**config.mk**
```make
export PLATFORM = sky130hd
export DESIGN_NAME = acc_fifo_writer
export DESIGN_NICKNAME = d
export VERILOG_FILES = /design/src/rtl/acc_fifo_writer.sv
export SDC_FILE = /design/constraint.sdc
export NUM_CORES = 1
export LEC_CHECK = 0
export BUFFER_PORTS_ARGS = -buffer_cell sky130_fd_sc_hd__buf_4
export CORE_AREA = 10 10 211 213
export CTS_CLUSTER_DIAMETER = 30
export CTS_CLUSTER_SIZE = 30
export DETAILED_ROUTE_END_ITERATION = 7
export DIE_AREA = 0 0 221 223
export GPL_TIMING_DRIVEN = 0
export HOLD_SLACK_MARGIN = 0.02
export MAX_ROUTING_LAYER = met4
export PLACE_DENSITY = 0.59
export SLEW_MARGIN = 20
export SYNTH_ARGS = -nofsm -noshare
export SYNTH_HDL_FRONTEND = slang
export SYNTH_SLANG_ARGS = --single-unit
```
**constraint.sdc**
```tcl
create_clock -name clk -period 5.5 [get_ports clk]
set_input_delay 1.1 -clock clk [delete_from_list [all_inputs] [get_ports clk]]
set_output_delay 1.1 -clock clk [all_outputs]
set_load 0.01 [all_outputs]
```
**src/rtl/acc_fifo_writer.sv**
```systemverilog
// acc_fifo_writer: streams accumulator rows into Y_SCALED lane FIFOs.
// Optional feature macro ACC_WR_TLAST_EN adds in_last for early termination.
module acc_fifo_writer #(
    parameter int Y_SCALED      = 4,
    parameter int ALPHA         = 4,
    parameter int ADD_DATAWIDTH = 16,
    parameter int CNT_W         = 16,
    localparam int W            = ALPHA * ADD_DATAWIDTH
) (
    input  logic                clk,
    input  logic                rst_n,
    input  logic                start_load,
    input  logic [CNT_W-1:0]    row_count,
    input  logic [W-1:0]        in_data [0:Y_SCALED-1],
    input  logic                in_valid,
`ifdef ACC_WR_TLAST_EN
    input  logic                in_last,
`endif
    output logic                in_ready,
    output logic [W-1:0]        fifo_wdata [0:Y_SCALED-1],
    output logic [0:Y_SCALED-1] fifo_wr,
    input  logic [0:Y_SCALED-1] fifo_afull,
    output logic                busy,
    output logic                start_compute,
    output logic                done,
    output logic [CNT_W-1:0]    rows_written
);

    typedef enum logic [1:0] {
        IDLE,
        LOAD,
        FLUSH,
        DONE
    } state_t;

    localparam logic [CNT_W-1:0] ONE = CNT_W'(1);

    state_t           state_q;
    state_t           state_d;
    logic [CNT_W-1:0] row_count_q;
    logic [CNT_W-1:0] rows_accepted;
    logic             wr_q;
    logic             start_c_q;
    logic             accept;
    logic             last_row;
    logic             start_ok;

    assign accept   = in_valid && in_ready;
    assign start_ok = (state_q == IDLE) && start_load;

`ifdef ACC_WR_TLAST_EN
    assign last_row = accept &&
                      ((rows_accepted + ONE == row_count_q) || in_last);
`else
    assign last_row = accept && (rows_accepted + ONE == row_count_q);
`endif

    always_ff @(posedge clk) begin
        if (!rst_n) begin
            state_q <= IDLE;
        end else begin
            state_q <= state_d;
        end
    end

    always_comb begin
        state_d = state_q;
        unique case (state_q)
            IDLE: begin
                if (start_load) begin
                    state_d = (row_count == '0) ? DONE : LOAD;
                end
            end
            LOAD: begin
                if (last_row) begin
                    state_d = FLUSH;
                end
            end
            FLUSH:   state_d = DONE;
            DONE:    state_d = IDLE;
            default: state_d = IDLE;
        endcase
    end

    always_comb begin
        in_ready = 1'b0;
        busy     = 1'b0;
        done     = 1'b0;
        unique case (state_q)
            LOAD: begin
                busy     = 1'b1;
                in_ready = (rows_accepted < row_count_q) && !(|fifo_afull);
            end
            FLUSH:   busy = 1'b1;
            DONE:    done = 1'b1;
            default: ;
        endcase
    end

    // A reset drops any accepted-but-unwritten row along with the counters.
    always_ff @(posedge clk) begin
        if (!rst_n) begin
            wr_q          <= 1'b0;
            start_c_q     <= 1'b0;
            row_count_q   <= '0;
            rows_accepted <= '0;
            rows_written  <= '0;
            for (int i = 0; i < Y_SCALED; i++) begin
                fifo_wdata[i] <= '0;
            end
        end else begin
            wr_q      <= accept;
            start_c_q <= wr_q && (rows_written == '0);
            if (accept) begin
                for (int i = 0; i < Y_SCALED; i++) begin
                    fifo_wdata[i] <= in_data[i];
                end
            end
            if (start_ok) begin
                row_count_q   <= row_count;
                rows_accepted <= '0;
                rows_written  <= '0;
            end else begin
                if (accept) begin
                    rows_accepted <= rows_accepted + ONE;
                end
                if (wr_q) begin
                    rows_written <= rows_written + ONE;
                end
            end
        end
    end

    assign fifo_wr       = {Y_SCALED{wr_q}};
    assign start_compute = start_c_q;

endmodule

```
==> results by group <==
Run status
  • Status: finished clean

Global route
  • Initial antenna violation count: 0
  • Total track usage: 20.36%
  • Overflow after GRT: 0
  • Wire length of the first global-routing pass: a little under 80,000 µm
  • Via count of the first global-routing pass: 13,100
  • Largest net degree at the start of global routing: 11

CTS
  • CTS HTree Levels: 3
  • Clock tree from TritonCTS: built
  • Clock insertion delay at the later pin of the skew report: 0.58 ns
  • Number of gates resized after cts: 0
  • Clock tree buffer depth: 3
  • Clock slew seen by the registers of the worst setup and hold paths: ~0.040 ns
  • Number of CTS-inserted buffers: 79
  • Clock tree root buffer cell: sky130_fd_sc_hd__clkbuf_16
  • Number of setup buffers added after CTS: 0
  • Total clock sinks: a little over 300
  • Hold-fix buffers, CTS: 0

STA
  • Clock period minus final worst setup slack: 3.790 ns
  • Final Max Slew Viols: 0
  • Hold WS: 0.4590 ns
  • Clock skew after layout: 0.03012 ns
  • Fmax achieved: 263.8 MHz
  • Worst Tran Pin Value: 0.8057 ns
  • Worst max-slew margin expressed relative to the limit: 46.29%
  • Unrepaired setup endpoints after global routing: no
  • Crit share post-route: 68.91%
  • Final setup violating endpoints: 0
  • Number of hold-slack violations in the final timing report: 0
  • Setup TNS: 0 ns

Setup path
  • CP startpoint: row_count_q[13]
  • Worst endpoint data arrival time: roughly 2.7 ns
  • Critical path destination: in_ready
  • Depth of the worst register-to-register path: 10
  • Worst setup SP type: flop
  • Capturing element type of the critical path: output pin
  • Reg-to-reg critical path endpoint: rows_accepted[4]
  • Classification of the worst setup path: reg2out
  • Largest fanout of any net on the critical path: 6
  • R2R Path Start: row_count_q[13]
  • Critical Path RT: around 4.4 ns
  • FF-to-FF setup slack: 2.22 ns

Run
  • Maximum Capacitance Violations: 0

Floorplanning
  • Top-level I/O count: 560
  • # rows: 74
  • Area of the placeable core: slightly above 40,000 µm²
  • Initial standard-cell utilization of the core: 31.11%
  • Die extent in y: 223 µm
  • Floorplan die area: a little under 50,000 µm²
  • Chip Width: about 220 µm

Routing
  • Count of routing violations after the opening detailed-route iteration: 579
  • Detail-routed via count per cell: 4.554
  • DRC errors left: 0
  • Total Routed Length: ~51,000 µm
  • 1st-pass router iterations: 4
  • Total number of vias: approximately 12,000
  • Antenna viol nets, final: 0
  • Detailed-route wire length per cell: 18.50 µm

Synth
  • Most frequent cell after synthesis: sky130_fd_sc_hd__nand2_1
  • Library cell occupying the most area in the post-synthesis netlist: sky130_fd_sc_hd__dfxtp_1
  • Part of the Yosys area used for sequential elements: 49.10%
  • Post-synth top area share: 49.10%
  • Number of warnings issued by yosys: 0
  • Post-Synthesis Net Count: 1,816
  • Number of distinct library cells after synthesis: 46
  • Gate count of the mapped netlist: 1,512
  • Predominant post-synthesis flop cell: sky130_fd_sc_hd__dfxtp_1
  • Register bit total from synthesis: between 300 and 400
  • Number of synthesized flops with an enable pin: 0
  • Synth cell count leaders: sky130_fd_sc_hd__nand2_1, sky130_fd_sc_hd__dfxtp_1, sky130_fd_sc_hd__a21boi_0
  • Post-Synthesis Cell Area: 12,560 µm²
  • Average instance area after synthesis: ~8.3 µm²
  • Top area cells in the synthesized netlist: sky130_fd_sc_hd__dfxtp_1, sky130_fd_sc_hd__nand2_1, sky130_fd_sc_hd__a21boi_0
  • Async set-reset flop share out of synthesis: 0%

Placement
  • Number of buffers added on ports: 558
  • Placed wire-length estimate: 39,730 µm
  • Number of cells in the design after placement: 2,602
  • Final weighted congestion of routability-driven global placement: 0.8855
  • Area of placed instances: 17,410 µm²

Layout
  • Post-route non-filler standard cell count: roughly 2,700
  • Nets: 2,455
  • Design Area, Final: between 20,000 and 25,000 µm²
  • N_diodes: 0
  • Fraction of final layout cells with drive strength greater than 1: 33.18%
  • Filler cell count: slightly below 4,000
  • Layout area overhead: 60.77%

Power and ir drop
  • Power Dens Cells: roughly 380 nW/µm²
  • Worst IR drop on VDD: 0.0002417 V
  • Static leakage: about 8.4 nW

Min path
  • Hold_sp: fifo_wdata[255]
  • Path class of the lowest-slack min-delay path: reg2reg
==> flip-flops by register name, summed over array words and instances (netlist names) <==
name           count
state_q            2
rows_accepted     16
wr_q               1
rows_written      16
fifo_wdata       256
row_count_q       16
start_compute      1
==> layout make-up <==
type / count / area (µm²) / area share (%)
buffer: 105 / 451.7 / 2.237
sequential: 308 / 6166 / 30.54
clock inverter: 36 / 494.2 / 2.448
inverter: 28 / 105.1 / 0.5206
clock buffer: 106 / 2282 / 11.30
timing repair buffer: 558 / 4189 / 20.75
tap: 532 / 665.6 / 3.297
multi-input combinational: 1071 / 5836 / 28.90
==> how the worst min path moves through the flow <==
| stage | endpoint | depth (start not counted) |
|---|---|---|
| after CTS | fifo_wdata[203] | 2 |
| after detailed placement | fifo_wdata[203] | 2 |
| after global placement | fifo_wdata[68] | 2 |
| final | fifo_wdata[255] | 2 |
| after floorplan | row_count_q[0] | 2 |
| after global routing | fifo_wdata[104] | 2 |
==> critical path, cell delays in order, from the launching register on <==
cell and delay, ns:
sky130_fd_sc_hd__dfxtp_1 0.43, sky130_fd_sc_hd__inv_1 0.07, sky130_fd_sc_hd__ha_1 0.30, sky130_fd_sc_hd__nand4_1 0.22, sky130_fd_sc_hd__or4_1 0.59, sky130_fd_sc_hd__a21o_1 0.20
sky130_fd_sc_hd__nand2_1 0.10, sky130_fd_sc_hd__nor2_1 0.06, sky130_fd_sc_hd__buf_4 0.15
==> metal layers <==
| layer | part of all wire (%) | vias to the layer above | global-route usage, % |
|---|---|---|---|
| met5 | 0 | - | - |
| met4 | 2.6 | 0 | 7.645 |
| met3 | 8.7 | 85 | 7.662 |
| met2 | 50 | 428 | 34.66 |
| met1 | 39 | 5736 | 21.09 |
| li1 | - | 6246 | - |
==> cells by family after synthesis <==
family / synth area share [%]
xor gates and xnor gates: 2.999
AOI/OAI and AO/OA: 18.49
DFF: 49.10
buffers and inverters: 4.434
adders and majority gates: 2.391
muxes: 0.6476
and+or+nand+nor: 21.94
==> through the flow <==
step / setup WS (ns) / total power [mW] / utilization (%)
global route: 1.525 / 7.894 / 50.01
global placement: 1.862 / 2.883 / 43.13
detailed placement: 1.826 / 2.890 / 43.13
finish: 1.710 / 7.617 / 50.01
CTS: 1.677 / 7.708 / 50.01
floorplan: 2.383 / 2.594 / -
==> where the power goes <==
group,switching [mW],leakage (nW),internal (mW)
registers,0.0371,2.48,2.28
clock network,1.38,1.36,3.39
logic,0.257,4.57,0.274
==> placed cells by master (no fill, tap or decap), types with 8 or more instances in the layout <==
cell type and instances:
sky130_fd_sc_hd__nor4_1 8, sky130_fd_sc_hd__clkinv_2 15, sky130_fd_sc_hd__nor2_1 38, sky130_fd_sc_hd__buf_2 34, sky130_fd_sc_hd__buf_4 562, sky130_fd_sc_hd__a21oi_1 11
sky130_fd_sc_hd__o21ai_0 10, sky130_fd_sc_hd__xor2_1 17, sky130_fd_sc_hd__a21boi_0 274, sky130_fd_sc_hd__inv_1 28, sky130_fd_sc_hd__xnor2_1 26, sky130_fd_sc_hd__clkbuf_1 72
sky130_fd_sc_hd__nand4_1 8, sky130_fd_sc_hd__bufinv_16 11, sky130_fd_sc_hd__or3_1 9, sky130_fd_sc_hd__ha_1 24, sky130_fd_sc_hd__nand2_1 571, sky130_fd_sc_hd__nand3_1 13
sky130_fd_sc_hd__dfxtp_1 308, sky130_fd_sc_hd__clkbuf_8 14, sky130_fd_sc_hd__clkbuf_16 82
No activity file was read; power rests on OpenSTA's default activity.
